--- config.mk ---
export PLATFORM = sky130hd
export DESIGN_NAME = mem_lsu_flat
export DESIGN_NICKNAME = d
export VERILOG_FILES = /design/src/rtl/mem_lsu_if.sv /design/src/rtl/mem_lsu.sv /design/src/flat_wrapper.sv
export SDC_FILE = /design/constraint.sdc
export NUM_CORES = 1
export LEC_CHECK = 0
export ABC_AREA = 1
export ABC_CLOCK_PERIOD_IN_PS = 6250
export CAP_MARGIN = 0
export CELL_PAD_IN_SITES_DETAIL_PLACEMENT = 1
export CELL_PAD_IN_SITES_GLOBAL_PLACEMENT = 2
export CORE_MARGIN = 5
export CORE_UTILIZATION = 24
export DETAILED_ROUTE_END_ITERATION = 6
export PLACE_DENSITY_LB_ADDON = 0.1
export REMOVE_ABC_BUFFERS = 1
export SYNTH_ARGS = -nofsm -noshare
export SYNTH_HDL_FRONTEND = slang
export SYNTH_SLANG_ARGS = --single-unit
--- constraint.sdc ---
create_clock -name clk -period 6.25 [get_ports clk]
set_input_delay 1.875 -clock clk [delete_from_list [all_inputs] [get_ports clk]]
set_output_delay 1.875 -clock clk [all_outputs]
set_load 0.03 [all_outputs]
--- src/rtl/mem_lsu_if.sv ---
// Request/acknowledge data bus between the MEM-stage load/store unit and memory.
// Byte lanes are big-endian: sel[3] enables the byte at word offset 0.
interface mem_lsu_if #(
  parameter int BUS_AW = 32
);
  logic              req;
  logic              we;
  logic [BUS_AW-1:0] addr;
  logic [3:0]        sel;
  logic [31:0]       wdata;
  logic              ack;
  logic [31:0]       rdata;

  modport master (output req, we, addr, sel, wdata, input ack, rdata);
  modport slave  (input req, we, addr, sel, wdata, output ack, rdata);
endinterface

--- src/rtl/mem_lsu.sv ---
// MEM-stage load/store unit: issues one bus access per memory instruction,
// stalls the pipeline until it completes and returns aligned, extended load data.
module mem_lsu #(
  parameter int BUS_AW = 32
) (
  input  logic        clk,
  input  logic        rst,
  input  logic        flush,
  input  logic [7:0]  mem_aluop_i,
  input  logic [31:0] mem_addr_i,
  input  logic [31:0] mem_reg2_i,
  input  logic [31:0] mem_wdata_i,
  input  logic [31:0] excepttype_i,
  mem_lsu_if.master   bus,
  output logic [31:0] wdata_o,
  output logic        stallreq_o,
  output logic        adel_o,
  output logic        ades_o
);

  localparam logic [7:0] EXE_LB_OP  = 8'b1110_0000;
  localparam logic [7:0] EXE_LBU_OP = 8'b1110_0100;
  localparam logic [7:0] EXE_LH_OP  = 8'b1110_0001;
  localparam logic [7:0] EXE_LHU_OP = 8'b1110_0101;
  localparam logic [7:0] EXE_LW_OP  = 8'b1110_0011;
  localparam logic [7:0] EXE_SB_OP  = 8'b1110_1000;
  localparam logic [7:0] EXE_SH_OP  = 8'b1110_1001;
  localparam logic [7:0] EXE_SW_OP  = 8'b1110_1011;

  typedef enum logic [1:0] {SZ_BYTE, SZ_HALF, SZ_WORD} size_e;
  typedef enum logic [1:0] {IDLE, BUSY, DONE, ABORT} state_e;

  state_e      state, state_n;
  size_e       sz, sz_q;
  logic        is_load, is_store, sext, misalign, access;
  logic        load_q, sext_q;
  logic [1:0]  off_q;
  logic [3:0]  sel_n;
  logic [31:0] store_data, load_data, rdata_q;
  logic [7:0]  byte_v;
  logic [15:0] half_v;

  // NOTE: every signal assigned in an always_comb gets a default first, so no path leaves it unassigned (no latch).
  always_comb begin
    is_load  = 1'b0;
    is_store = 1'b0;
    sext     = 1'b0;
    sz       = SZ_WORD;
    case (mem_aluop_i)
      EXE_LB_OP:  begin is_load  = 1'b1; sz = SZ_BYTE; sext = 1'b1; end
      EXE_LBU_OP: begin is_load  = 1'b1; sz = SZ_BYTE; end
      EXE_LH_OP:  begin is_load  = 1'b1; sz = SZ_HALF; sext = 1'b1; end
      EXE_LHU_OP: begin is_load  = 1'b1; sz = SZ_HALF; end
      EXE_LW_OP:  is_load  = 1'b1;
      EXE_SB_OP:  begin is_store = 1'b1; sz = SZ_BYTE; end
      EXE_SH_OP:  begin is_store = 1'b1; sz = SZ_HALF; end
      EXE_SW_OP:  is_store = 1'b1;
      default:    ;
    endcase
  end

  assign misalign = (is_load | is_store) &&
                    ((sz == SZ_HALF && mem_addr_i[0]) ||
                     (sz == SZ_WORD && mem_addr_i[1:0] != 2'b00));
  assign access   = (is_load | is_store) && (excepttype_i == 32'h0) && !misalign && !flush;
  assign adel_o   = is_load  && misalign;
  assign ades_o   = is_store && misalign;

  always_comb begin
    sel_n      = 4'b1111;
    store_data = mem_reg2_i;
    case (sz)
      SZ_BYTE: begin
        sel_n      = 4'b1000 >> mem_addr_i[1:0];
        store_data = {4{mem_reg2_i[7:0]}};
      end
      SZ_HALF: begin
        sel_n      = mem_addr_i[1] ? 4'b0011 : 4'b1100;
        store_data = {2{mem_reg2_i[15:0]}};
      end
      default: ;
    endcase
  end

  // Formatting uses the offset/size captured at request time, since the
  // instruction inputs are only guaranteed stable while the pipeline is stalled.
  always_comb begin
    load_data = 32'h0;
    half_v    = off_q[1] ? bus.rdata[15:0] : bus.rdata[31:16];
    case (off_q)
      2'd0:    byte_v = bus.rdata[31:24];
      2'd1:    byte_v = bus.rdata[23:16];
      2'd2:    byte_v = bus.rdata[15:8];
      default: byte_v = bus.rdata[7:0];
    endcase
    if (load_q) begin
      case (sz_q)
        SZ_BYTE: load_data = sext_q ? {{24{byte_v[7]}}, byte_v} : {24'h0, byte_v};
        SZ_HALF: load_data = sext_q ? {{16{half_v[15]}}, half_v} : {16'h0, half_v};
        default: load_data = bus.rdata;
      endcase
    end
  end

  // NOTE: sequential state is written with non-blocking assignments only.
  always_ff @(posedge clk or posedge rst) begin
    if (rst) state <= IDLE;
    else     state <= state_n;
  end

  always_comb begin
    state_n = state;
    case (state)
      IDLE:    if (access) state_n = BUSY;
      BUSY:    if (bus.ack) state_n = flush ? IDLE : DONE;
               else if (flush) state_n = ABORT;
      DONE:    state_n = IDLE;
      default: if (bus.ack) state_n = IDLE;
    endcase
  end

  always_comb begin
    stallreq_o = access;
    wdata_o    = (is_load | is_store) ? 32'h0 : mem_wdata_i;
    case (state)
      BUSY:    stallreq_o = 1'b1;
      DONE: begin
        stallreq_o = 1'b0;
        wdata_o    = load_q ? rdata_q : mem_wdata_i;
      end
      default: ;
    endcase
  end

  // NOTE: the bus-facing registers are reset so no stray request appears after reset; they are not a memory array.
  always_ff @(posedge clk or posedge rst) begin
    if (rst) begin
      bus.req   <= 1'b0;
      bus.we    <= 1'b0;
      bus.addr  <= '0;
      bus.sel   <= 4'b0000;
      bus.wdata <= 32'h0;
      rdata_q   <= 32'h0;
      load_q    <= 1'b0;
      sext_q    <= 1'b0;
      sz_q      <= SZ_BYTE;
      off_q     <= 2'b00;
    end else if (state == IDLE && access) begin
      bus.req   <= 1'b1;
      bus.we    <= is_store;
      bus.addr  <= BUS_AW'({mem_addr_i[31:2], 2'b00});
      bus.sel   <= sel_n;
      bus.wdata <= store_data;
      load_q    <= is_load;
      sext_q    <= sext;
      sz_q      <= sz;
      off_q     <= mem_addr_i[1:0];
    end else if ((state == BUSY || state == ABORT) && bus.ack) begin
      bus.req <= 1'b0;
      bus.we  <= 1'b0;
      bus.sel <= 4'b0000;
      if (state_n == DONE) rdata_q <= load_data;
    end
  end

endmodule
--- src/flat_wrapper.sv ---
// flat-port wrapper written by rule: the top's interface ports become plain ports
module mem_lsu_flat 
#(
  parameter int BUS_AW = 32
)
  (clk, rst, flush, mem_aluop_i, mem_addr_i, mem_reg2_i, mem_wdata_i, excepttype_i, wdata_o, stallreq_o, adel_o, ades_o, bus_req, bus_we, bus_addr, bus_sel, bus_wdata, bus_ack, bus_rdata);
  mem_lsu_if #(.BUS_AW(BUS_AW)) bus_i ();
  input  logic clk;
  input  logic rst;
  input  logic flush;
  input  logic [7:0] mem_aluop_i;
  input  logic [31:0] mem_addr_i;
  input  logic [31:0] mem_reg2_i;
  input  logic [31:0] mem_wdata_i;
  input  logic [31:0] excepttype_i;
  output logic [31:0] wdata_o;
  output logic stallreq_o;
  output logic adel_o;
  output logic ades_o;
  output wire logic [$bits(bus_i.req)-1:0] bus_req;
  output wire logic [$bits(bus_i.we)-1:0] bus_we;
  output wire logic [$bits(bus_i.addr)-1:0] bus_addr;
  output wire logic [$bits(bus_i.sel)-1:0] bus_sel;
  output wire logic [$bits(bus_i.wdata)-1:0] bus_wdata;
  input wire logic [$bits(bus_i.ack)-1:0] bus_ack;
  input wire logic [$bits(bus_i.rdata)-1:0] bus_rdata;
  assign bus_req = bus_i.req;
  assign bus_we = bus_i.we;
  assign bus_addr = bus_i.addr;
  assign bus_sel = bus_i.sel;
  assign bus_wdata = bus_i.wdata;
  assign bus_i.ack = bus_ack;
  assign bus_i.rdata = bus_rdata;
  mem_lsu #(.BUS_AW(BUS_AW)) u_core (.clk(clk), .rst(rst), .flush(flush), .mem_aluop_i(mem_aluop_i), .mem_addr_i(mem_addr_i), .mem_reg2_i(mem_reg2_i), .mem_wdata_i(mem_wdata_i), .excepttype_i(excepttype_i), .bus(bus_i), .wdata_o(wdata_o), .stallreq_o(stallreq_o), .adel_o(adel_o), .ades_o(ades_o));
endmodule
==> metrics <==
outcome=completed; Via Count=between 6,000 and 7,000; xor/xnor cell area share of the yosys netlist=0%; Slew Limit Fails=0; # rows=59; CP max FO=32; register area=0.00270 mm2; maxcap violations=0; fill cell count=around 3,200; routed len/inst=~17 um; WP data required=approximately 4.4 ns; worst slew pin tran=0.732 ns; RD Place Congestion=0.728; slowest CP cell=clkdlybuf4s50_1; register area share after synthesis=around 43%; fin crit share=90.9%; clock skew=0.0130 ns; initial antenna violation count=1; crit start category=input port; setup TNS=0 ns; Synth Area in Adders=0.993%; hold path depth=2; Inst Count DP=around 1,500; mux contribution to synthesized area=0.159%; Peak VDD IR=roughly 0.11 mV; CTS resizes=0; post-route insts no fill=1,478; reg2reg start=u_core.state[1]; Max clock buf depth=2; R2R Setup Slk=3.81 ns; initial core utilization=24.3%; ANT nets after route=0; hpwl dp=18.2 mm; clock latency on the worst-skew pair=0.37 ns; Detailed Route WL=about 25 mm; largest net degree at the start of global routing=60; Worst path max stage delay=~0.52 ns; FF-to-FF End=u_core.rdata_q[28]; die height=172 um; first-pass GRT wire length=38.6 mm; Synth-to-Final Area Change=51.2%; Ys Warns=0; clock root cell=clkbuf_16; RSZ-0062 raised after global routing=no; Final #Nets=1,314; I/O pins=277; Clock Sinks=108; multi-input combinational cell area=0.00309 mm2; Critical Path End Type=primary output; postcts setup bufs=0; largest family of logic cells by synthesized area=simple AND/OR/NAND/NOR gates; clk slew on worst S/H paths=0.08 ns; Port Buffers=274; Hold Slack=0.469 ns; flops & latches, synth=between 100 and 150; min-delay worst type=reg2reg; H-tree depth=3; vias per inst=4.51; setup violators final=0; Final Hold Viols=0; post-synth cell types=37; relative slew slack=51.2%; Die Footprint=0.0296 mm2; syn_area_per_cell=7.05 um2; DR pass1 iterations=4; PnR worst setup slack=0.567 ns; min cycle time layout=5.68 ns; initial drt markers=236; total power=0.00152 W; worst min-delay path startpoint=u_core.rdata_q[19]; Fmax=176 MHz; Leak=4.64 nW; # DRC=0; vias in the first global route=7,031; share of cells above drive strength 1=9.02%; Compound-Gate Fraction of Synth Area=between 10 and 15%; GR Overflow Total=0; R2R cell count=10; Critical Path AT=about 3.8 ns; cell area after synthesis=between 0.006 and 0.007 mm2; Total GRT Usage=16.4%; Core Area=0.0260 mm2; CTS tree=yes; pwr dens=160 mW/mm2; Hold Crit Endpoint=u_core.rdata_q[19]; pre-CTS setup slack=around 0.56 ns; cts bufs inserted=9; Chip Width=roughly 170 um; CP Class=in2out; cts-stage hold buffer count=0; Simple-Gate Fraction of Synth Area=33.5%; worst-path cell chain=clkdlybuf4s50_1, inv_2, o211ai_1, nand2_2, inv_1, buf_4, nand2_1, o22ai_1, buf_12; Syn Inst Count=894
==> critical path, delay by kind of cell <==
kind	cells	cell delay [ns]
AO/OA/AOI/OAI	2	0.53
AND/OR/NAND/NOR	2	0.23
buffers and inverters	5	1.14
==> cell usage in the layout, fill, tap and decap left out, types with 2 or more instances in the layout <==
cell type / n
buf_12: 3
dfrtp_1: 107
conb_1: 2
clkdlybuf4s50_1: 241
nand2_4: 2
inv_1: 45
o211ai_1: 2
nor2_1: 79
nand3_1: 83
a21oi_1: 16
nand2_1: 312
clkinv_8: 2
o21ai_0: 92
a22oi_1: 2
buf_4: 42
nand2_2: 16
o21ai_1: 13
clkbuf_16: 9
o22ai_1: 32
inv_2: 12
ha_1: 4
nor2_4: 3
o21ai_2: 2
inv_8: 2
==> metal layers <==
metal	wire length (um)	GRT usage (%)
met1	11100	21.0
met2	11300	27.0
met3	2100	5.53
met4	197	3.62
met5	20	0
==> through the flow <==
stage	instance area (um2)	util, %
floorplan	6010	-
global placement	9230	35.5
detailed placement	9230	35.5
CTS	9530	36.7
global route	9530	36.7
finish	9530	36.7
==> where the power goes <==
| group | total [W] | internal [W] | switching [W] |
|---|---|---|---|
| Sequential | 0.000698 | 0.000698 | 0.0000000000335 |
| Clock | 0.000601 | 0.000286 | 0.000315 |
| Combinational | 0.000224 | 0.000127 | 0.0000970 |
| Total | 0.00152 | 0.00111 | 0.000412 |
==> flip-flops by register name (all words and copies together) (netlist names) <==
| register | flops |
|---|---|
| u_core.bus.wdata | 32 |
| u_core.rdata_q | 32 |
| u_core.bus.addr | 30 |
| u_core.bus.sel | 4 |
| u_core.off_q | 2 |
| u_core.state | 2 |
| u_core.sz_q | 2 |
| u_core.bus.req | 1 |
| u_core.bus.we | 1 |
| u_core.load_q | 1 |
| u_core.sext_q | 1 |
==> area by class of cell <==
type                    instances  share of cell area (%)
diodes                          1                  0.0263
clock buffers                   9                    2.36
clock inverters                 7                   0.814
inverters                      59                    2.35
multi-input cells             673                    32.4
flip-flops and latches        108                    28.4
well taps                     335                    4.40
repair buffers                286                    29.3
==> worst max path at each step <==
stage,startpoint,endpoint,slack (ns),cells past startpoint
3_5_place_dp,mem_aluop_i[1],wdata_o[0],0.56,9
4_1_cts,mem_aluop_i[1],wdata_o[0],0.56,9
6_report,mem_aluop_i[1],wdata_o[0],0.57,9
2_1_floorplan,mem_aluop_i[4],stallreq_o,0.93,7
5_1_grt,mem_aluop_i[1],wdata_o[26],0.38,9
3_3_place_gp,mem_aluop_i[0],ades_o,0.61,9
==> Yosys cell counts (all sizes together) <==
| cell type | number | area (um2) |
|---|---|---|
| ha | 5 | 62.6 |
| nor2 | 82 | 330 |
| a22oi | 2 | 15.0 |
| conb | 1 | 3.75 |
| inv | 58 | 218 |
| o221ai | 1 | 8.76 |
| mux2i | 1 | 10.0 |
| nor3 | 1 | 5.00 |
| clkinv | 1 | 3.75 |
| dfrtp | 108 | 2700 |
| buf | 25 | 181 |
| nand3 | 84 | 425 |
| o31ai | 2 | 20.0 |
| o2111ai | 1 | 8.76 |
| o21ai | 107 | 543 |
| or2 | 1 | 6.26 |
| nand2 | 331 | 1310 |
| nand4 | 2 | 27.5 |
| clkbuf | 30 | 113 |
| o22ai | 32 | 200 |
| o311ai | 1 | 8.76 |
| a21oi | 16 | 80.1 |
| o211ai | 2 | 15.0 |
==> cells by family (layout without fill, tap and decap cells) <==
| kind of cell | Yosys count | in the layout |
|---|---|---|
| adders and majority gates | 5 | 5 |
| AOI/OAI and AO/OA | 164 | 164 |
| and+or+nand+nor | 501 | 501 |
| DFF | 108 | 108 |
| other | 1 | 3 |
| muxes | 1 | 1 |
| buffers and inverters | 114 | 361 |
Power figures use the tool's default switching activity.
